**src/rtl/antilog_val.sv**
```systemverilog
// Approximate 8x8 -> 16 unsigned multiplier using Mitchell's logarithmic method.
// Both operands are turned into fixed-point log2 values, summed, then shifted back.
module antilog_val (
  input  logic        clk,
  input  logic        rst,
  input  logic [7:0]  n_var_1,
  input  logic [7:0]  n_var_2,
  output logic [15:0] c
);

  // Priority leading-one detector: the highest set bit wins.
  function automatic logic [2:0] lod(input logic [7:0] n);
    logic [2:0] k;
    k = '0;
    for (int unsigned i = 0; i < 8; i++) begin
      if (n[i]) k = i[2:0];
    end
    return k;
  endfunction

  function automatic logic [6:0] frac(input logic [7:0] n, input logic [2:0] k);
    logic [7:0] sh;
    sh = n << (3'd7 - k);
    return sh[6:0];
  endfunction

  logic [2:0]  k1, k2;
  logic [6:0]  f1, f2;
  logic [10:0] log_sum;
  logic [3:0]  k_sum;
  logic [6:0]  f_sum;
  logic [22:0] mant_sh;
  logic        zero_op;
  logic [15:0] c_d, c_q;

  always_comb begin
    k1      = lod(n_var_1);
    k2      = lod(n_var_2);
    f1      = frac(n_var_1, k1);
    f2      = frac(n_var_2, k2);
    // A carry out of the fraction sum lands in the integer field here.
    log_sum = {({1'b0, k1} + {1'b0, k2}), 7'b0} + {4'b0, f1} + {4'b0, f2};
    k_sum   = log_sum[10:7];
    f_sum   = log_sum[6:0];
    mant_sh = {15'b0, 1'b1, f_sum} << k_sum;
    zero_op = (n_var_1 == '0) || (n_var_2 == '0);
    c_d     = zero_op ? '0 : mant_sh[22:7];
  end

  always_ff @(posedge clk or posedge rst) begin
    if (rst) c_q <= '0;
    else     c_q <= c_d;
  end

  assign c = c_q;

endmodule

```
**config.mk**
```make
export PLATFORM = sky130hd
export DESIGN_NAME = antilog_val
export DESIGN_NICKNAME = d
export VERILOG_FILES = /design/src/rtl/antilog_val.sv
export SDC_FILE = /design/constraint.sdc
export NUM_CORES = 1
export LEC_CHECK = 0
export CAP_MARGIN = 10
export CORE_AREA = 2 2 49 74
export CTS_BUF_LIST = sky130_fd_sc_hd__clkbuf_4
export DETAILED_ROUTE_END_ITERATION = 10
export DIE_AREA = 0 0 51 76
export DONT_BUFFER_PORTS = 1
export PLACE_DENSITY = 0.75
export SYNTH_ARGS = -nofsm -noshare
export SYNTH_HDL_FRONTEND = slang
export SYNTH_SLANG_ARGS = --single-unit
```
**constraint.sdc**
```tcl
create_clock -name clk -period 0.87 [get_ports clk]
set_clock_uncertainty 0.1 [all_clocks]
set_input_delay 0.174 -clock clk [delete_from_list [all_inputs] [get_ports clk]]
set_output_delay 0.174 -clock clk [all_outputs]
set_load 0.02 [all_outputs]
```
==> results of run 1 <==
## metrics by stage
step | setup TNS (ns) | hold slack (ns)
after CTS | -34.39 | 0.214
after detailed placement | -41.47 | -0.0232
after global placement | -39.35 | -0.0288
after floorplan | -34.09 | -0.0123
## layer usage
layer,overflow,track usage (%)
met3,1,61.4
met2,172,113
met5,0,3.03
met4,64,102
met1,2,84.7
## logic make-up after synthesis
group	synth area share [%]
AOI/OAI and AO/OA	30.0
and+or+nand+nor	21.4
buffers and inverters	5.54
muxes	8.61
DFF	20.9
adders and majority gates	8.61
xor gates and xnor gates	4.96
## repair_timing
action	in CTS
endpoints found under the setup margin	32
pin swaps	34
resized for setup	70
hold buffers	1
hold endpoints to repair	16
cloned	0
setup buffers	11
## cells in the mapped netlist, drive strengths merged (3+ instances only)
cell type  number  area [um2]
a21oi          19         106
inv            19        71.3
nor2           18        67.6
dfrtp          16         400
nand2          16        75.1
mux2i          15         150
o22ai          13        81.3
ha             10         125
o21ai           9        45.0
and2            8        52.6
nand2b          6        37.5
nor3            6        46.3
clkbuf          5        18.8
nand3           5        25.0
nor2b           5        31.3
xnor2           5        43.8
xor2            5        51.3
a211oi          4        35.0
a21o            4        30.0
nor3b           4        30.0
o311ai          4        67.6
a22oi           3        22.5
a31oi           3        18.8
o211ai          3        22.5
o31ai           3        27.5
==> impl_metrics.ini, run 1 <==
[run_status]
status = aborted with a tool error
haltStage = global routing
first-error = [ERROR GRT-0232] Routing congestion too high. Check the congestion heatmap in the GUI.

[logic_synthesis]
syn_inst = 233
synth.distinct_cells = 55
synth.net_count = 263
synth_edf_count = 0
ys_seq_elements = 16
synthArstFlopShare_pct = 100
yosysWarnings = 0
yosysSeqAreaShare_pct = 20.9
postSynthAreaPerCell_um2 = 8.23
synth_area_um2 = 1920
synth_flop_cell = dfrtp_1

[placement]
dp.cells = 327
io_buffers = 0
gp_congestion = 0.979
dpl.hpwl_um = 4990
placed_area_um2 = 2510
dp_slack_ns = -2.69

[clocking]
htreeDepth = 1
cts_buffers = 3
cts.path.max_buffers = 2
clock-root-buffer = clkbuf_4
clock_sinks = 16

[global_routing]
grt_use_total_pct = 89.1
grt-ovfl-total = 239
grt_max_degree = 17

[timing]
worstEndpointType = register input
worst_endpoint = c[6]$_DFF_PP0_/D

[floorplanning]
die_y_um = 76
start_util_pct = 58.4
pin_count = 34
row_count = 26
dieWidth_um = 51
==> inputs of run 2 (changes only) <==
==> config.mk (replaced) <==
export PLATFORM = sky130hd
export DESIGN_NAME = antilog_val
export DESIGN_NICKNAME = d
export VERILOG_FILES = /design/src/rtl/antilog_val.sv
export SDC_FILE = /design/constraint.sdc
export NUM_CORES = 1
export LEC_CHECK = 0
export CAP_MARGIN = 10
export CORE_AREA = 2 2 73 75
export DETAILED_ROUTE_END_ITERATION = 10
export DIE_AREA = 0 0 75 77
export DONT_BUFFER_PORTS = 1
export PLACE_DENSITY_LB_ADDON = 0.15
export SYNTH_ARGS = -nofsm -noshare
export SYNTH_HDL_FRONTEND = slang
export SYNTH_SLANG_ARGS = --single-unit
==> impl_metrics.ini, run 2 <==
[clocking]
cts.path.max_buffers = 2
htreeDepth = 1
cts_tree = yes
clock-root-buffer = clkbuf_8
clock_sinks = 16
clk_transition_reported_paths_ns = 0.06
cts_buffers = 3

[pwr]
power.leakage_nw = 1.33
cellPowerDensity_nw_per_um2 = 1970
peakVddDrop_uv = 1070
finalPower_mw = 6.33

[placement]
gp_congestion = 0.924
placed_area_um2 = 2580
dpl.hpwl_um = 4110
io_buffers = 0
dp.cells = 357

[worst_setup_path]
path_depth = 17
cp_max_fo = 5
path_buf_inv = 3
crit_path_start_kind = input port
crit_slowest_cell = a211oi_4
critPathLaunch = n_var_1[1]
required_ns = 0.89
worst_path_most_repeated_cell = buf_6
arrival_ns = 3.09
critPathMaxStageDelay_ns = 0.35
setup.worst_path.end = c[3]
end_kind = flip-flop
cp_top_family = compound AO/OA/AOI/OAI gates
crit_chain = nor2b_4 -> o21bai_1 -> a21oi_2 -> nor2_2 -> buf_6 -> mux2i_4 -> o22ai_4 -> ha_4 -> buf_6 -> nand2_4 -> a211oi_4 -> nand2b_4 -> buf_6 -> xnor2_4 -> mux2i_1 -> mux2i_2 -> o22ai_1
worstSetupPathType = input port to flip-flop

[floorplanning]
die_area_um2 = 5780
pin_count = 34
dieWidth_um = 75
core_area_um2 = 4980
row_count = 26
start_util_pct = 38.5
die_y_um = 77

[finish]
mostFrequentLayoutCells = 66 x buf_4, 17 x inv_1, 13 x dfrtp_2
finalNonFillerCells = 376
finish.utilization_pct = 64.5
nNetsFinal = 338
area_delta_synth_final_pct = 67.3
postLayoutCellArea_um2 = 3210
final_layout_size_suffix_gt1_share_pct = 54.9
n_antenna_cell = 0
layout_commonest_cell = buf_4
largest_reg_flops = 16

[logic_synthesis]
synth_top_cell_by_area = dfrtp_1
synth_area_um2 = 1920
synth.net_count = 263
postSynthAreaPerCell_um2 = 8.23
syn_inst = 233
synth_flop_cell = dfrtp_1
netlist.area_leader.share_pct = 20.9
yosysWarnings = 0
synth.distinct_cells = 55
synth_edf_count = 0
yosys-top-cells-count = 19 x inv_1, 18 x nor2_1, 16 x a21oi_1, 16 x dfrtp_1, 15 x mux2i_1
ys_seq_elements = 16
synthArstFlopShare_pct = 100
synthMostInstantiatedCell = inv_1
yosysSeqAreaShare_pct = 20.9
synth_area_leaders = dfrtp_1 21%, mux2i_1 7.8%, ha_1 6.5%

[global_routing]
grt_pass1_vias = 1938
grt_max_degree = 17
grt-ovfl-total = 0
antenna_found_initial = 0
grt_use_total_pct = 20.1
grt_pass1_wl_um = 9200

[route]
drt_first_pass_iters = 4
first_iter_violations = 84
num_vias = 2049
drt.antenna.violating_nets = 0
wl_per_cell_um = 15.1
vias_per_cell = 5.45
drc = 0
wl_um = 5690

[timing]
worst_slack_ns = -2.20
slew_headroom_pct = 62.5
fin_crit_sh_pct = 353
hold_viol = 0
drv_slew = 0
worstMarginPinSlew_ns = 0.563
rsz0062_at_grt = true
final.min_clock_period_ns = 3.07
fmax_ghz = 0.325
setup_viol = 32

[min_path]
holdCritPathClass = input port to asynchronous set/reset pin

[run_status]
status = complete, but fails checks
violations = negative setup slack

[flow_run]
drv_cap = 0
## run 2: cell counts after synthesis
No cell type changed its count.
## run 2: cell families (layout without fill, tap and decap cells)
group,after synthesis,in the layout,synth area share (%)
AOI/OAI and AO/OA,79,79,30.0
adders and majority gates,12,12,8.61
muxes,16,16,8.61
DFF,16,16,20.9
xor gates and xnor gates,10,10,4.96
and+or+nand+nor,74,74,21.4
buffers and inverters,26,99,5.54
## run 2: per-layer routing
| metal | share of wire, % | vias to the layer above | global-route usage, % | wire length, um |
|---|---|---|---|---|
| li1 | - | 1011 | - | - |
| met1 | 47 | 978 | 28.1 | 2660 |
| met3 | 2.2 | 13 | 1.45 | 126 |
| met4 | 3.0 | 0 | 7.68 | 170 |
| met5 | 0 | - | 0 | 0 |
| met2 | 48 | 47 | 31.7 | 2730 |
## run 2: final cells by class
type,count,area [um2]
Clock buffer,3,41.3
Fill cell,388,1770
Inverter,19,71.3
Multi-Input combinational cell,191,1950
Sequential cell,16,417
Tap cell,70,87.6
Timing Repair Buffer,77,644
## run 2: timing repair
item / CTS / global route
setup buffers: 9 / 7
hold buffers: 1 / 0
endpoints found under the setup margin: 32 / 32
gates resized for setup: 45 / 45
pin swaps: 20 / 29
hold endpoints to repair: 16 / 0
## run 2: worst min path at each step
stage | start | end | slack, ns | cells past startpoint
floorplan | rst | c[0] | -0.01 | 1
global placement | rst | c[7] | -0.02 | 2
detailed placement | rst | c[13] | -0.02 | 2
CTS | rst | c[8] | 0.27 | 3
global route | rst | c[10] | 0.32 | 3
finish | rst | c[6] | 0.27 | 3
## run 2: report_power, final
group / internal, mW / leakage, nW / switching, mW / total [mW]
clock network: 0.306 / 0.0216 / 0.221 / 0.527
logic: 2.14 / 1.12 / 2.09 / 4.22
registers: 1.09 / 0.189 / 0.484 / 1.58
## run 2: tightest hold or removal path, stage by stage
cell and delay, ns:
dlygate4sd3_1 0.53, inv_1 0.05, buf_4 0.21
## run 2: per-stage QoR
step	TNS, ns	hold WS, ns	setup slack (ns)
global route	-38.28	0.317	-2.32
global placement	-39.07	-0.0231	-2.51
CTS	-34.07	0.273	-2.08
floorplan	-34.09	-0.0123	-2.22
finish	-35.97	0.270	-2.20
detailed placement	-39.30	-0.0215	-2.51
No activity file was read; power rests on OpenSTA's default activity.
==> inputs of run 3 (changes only) <==
--- a/config.mk
+++ b/config.mk
@@ -10,7 +10,7 @@
 export DETAILED_ROUTE_END_ITERATION = 10
 export DIE_AREA = 0 0 75 77
 export DONT_BUFFER_PORTS = 1
-export PLACE_DENSITY_LB_ADDON = 0.15
+export PLACE_DENSITY = 0.53
 export SYNTH_ARGS = -nofsm -noshare
 export SYNTH_HDL_FRONTEND = slang
 export SYNTH_SLANG_ARGS = --single-unit
==> constraint.sdc (replaced) <==
create_clock -name clk -period 3.15 [get_ports clk]
set_clock_uncertainty 0.1 [all_clocks]
set_input_delay 0.63 -clock clk [delete_from_list [all_inputs] [get_ports clk]]
set_output_delay 0.63 -clock clk [all_outputs]
set_load 0.02 [all_outputs]
==> impl_metrics.ini, run 3 (synthesis gave the netlist of run 2 again) <==
[floorplanning]
core_area_um2 = 4980
pin_count = 34
row_count = 26
die_y_um = 77
die_area_um2 = 5780
dieWidth_um = 75
start_util_pct = 38.5

[global_routing]
grt_pass1_vias = 2058
grt_max_degree = 17
grt_pass1_wl_um = 9530
grt-ovfl-total = 0
antenna_found_initial = 0
grt_use_total_pct = 20.4

[timing]
hold_viol = 0
slew_headroom_pct = 62.3
rsz0062_at_grt = true
worst_slack_ns = -0.303
fmax_ghz = 0.290
fin_crit_sh_pct = 110
worstMarginPinSlew_ns = 0.565
drv_slew = 0
setup_viol = 16
final.min_clock_period_ns = 3.45

[worst_setup_path]
arrival_ns = 3.46
cp_max_fo = 6
crit_slowest_cell = o311ai_4
end_kind = flip-flop
crit_path_start_kind = input port
critPathMaxStageDelay_ns = 0.42
required_ns = 3.16
crit_chain = nor2_4 -> inv_2 -> o211ai_1 -> mux2i_2 -> o2bb2ai_4 -> and2_1 -> ha_4 -> buf_4 -> nor2_1 -> a211oi_4 -> o311ai_4 -> xor2_4 -> buf_4 -> o311ai_4 -> o22ai_1
worstSetupPathType = input port to flip-flop

[pwr]
power.leakage_nw = 1.35
finalPower_mw = 1.79
cellPowerDensity_nw_per_um2 = 561
peakVddDrop_uv = 303

[clocking]
cts.path.max_buffers = 2
clk_transition_reported_paths_ns = 0.06
cts_tree = yes
htreeDepth = 1
clock-root-buffer = clkbuf_8
cts_hold_buffers = 0
cts_buffers = 3
clock_sinks = 16

[finish]
final_layout_size_suffix_gt1_share_pct = 53.6
area_delta_synth_final_pct = 66.7
mostFrequentLayoutCells = 65 x buf_4, 17 x inv_1, 16 x dfrtp_1
nNetsFinal = 336
fillers = 426
largest_reg_flops = 16
n_antenna_cell = 0
layout_commonest_cell = buf_4

[run_status]
violations = negative setup slack
status = complete, but fails checks

[min_path]
holdCritPathClass = input port to asynchronous set/reset pin

[route]
drt.antenna.violating_nets = 0
num_vias = 2031
vias_per_cell = 5.43
first_iter_violations = 104
drc = 0
wl_per_cell_um = 15.3
drt_first_pass_iters = 4
wl_um = 5710

[placement]
dp_slack_ns = -0.688
gp_congestion = 0.806
dpl.hpwl_um = 4200
io_buffers = 0

[flow_run]
drv_cap = 0
run 3: changes by cell type in the layout (fill, tap and decap cells not counted), sizes merged:
cell,delta
dlygate4sd3,-1
buf,-1
run 3: power by group:
part | total (mW) | internal (mW) | switching, mW | leakage, nW
Combinational | 1.23 | 0.625 | 0.603 | 1.12
Sequential | 0.422 | 0.288 | 0.135 | 0.206
Clock | 0.143 | 0.0844 | 0.0589 | 0.0216
Total | 1.79 | 0.997 | 0.797 | 1.35
run 3: worst max-delay path: cells and delay by family:
kind | cells | cell delay (ns)
xor gates and xnor gates | 1 | 0.17
buffers and inverters | 3 | 0.39
AOI/OAI and AO/OA | 6 | 1.34
and+or+nand+nor | 3 | 0.44
adders and majority gates | 1 | 0.17
muxes | 1 | 0.32
run 3: final timing paths:
check,from,to,cells past startpoint
min in group clk,n_var_1[0],c[6],4
worst min-delay path,rst,c[1],1
worst max-delay path,n_var_1[5],c[5],15
max in group asynchronous,rst,c[3],1
run 3: layer usage:
layer,track usage [%],part of all wire [%],vias to the layer above
li1,-,-,1004
met1,29.0,45,982
met2,33.3,50,41
met3,1.45,4.0,4
met4,4.11,0.40,0
met5,0,0,-
run 3: what timing repair did:
item / in CTS / in global routing
gates resized for setup: 36 / 53
setup endpoints to repair: 16 / 16
hold endpoints to repair: 0 / 0
pin swaps: 18 / 22
buffers inserted: 6 / 2
run 3: final cells by class:
cell class / count / area [um2] / area share [%]
multi-input cells: 191 / 2000 / 62.4
repair buffers: 75 / 601 / 18.8
flip-flops and latches: 16 / 400 / 12.5
well taps: 70 / 87.6 / 2.74
inverters: 19 / 71.3 / 2.23
clock buffers: 3 / 41.3 / 1.29
run 3: per-stage QoR:
stage          instance area [um2]  utilization (%)  setup TNS (ns)  std cells  hold slack (ns)
2_1_floorplan                 2070                -           -4.90        233            0.444
3_3_place_gp                  2600             52.3          -10.08        363            0.495
3_5_place_dp                  2600             52.3           -9.97        363            0.503
4_1_cts                       2890             58.1           -3.83        372            0.241
5_1_grt                       3200             64.3           -6.47        374            0.280
6_report                      3200             64.3           -3.93        374            0.228
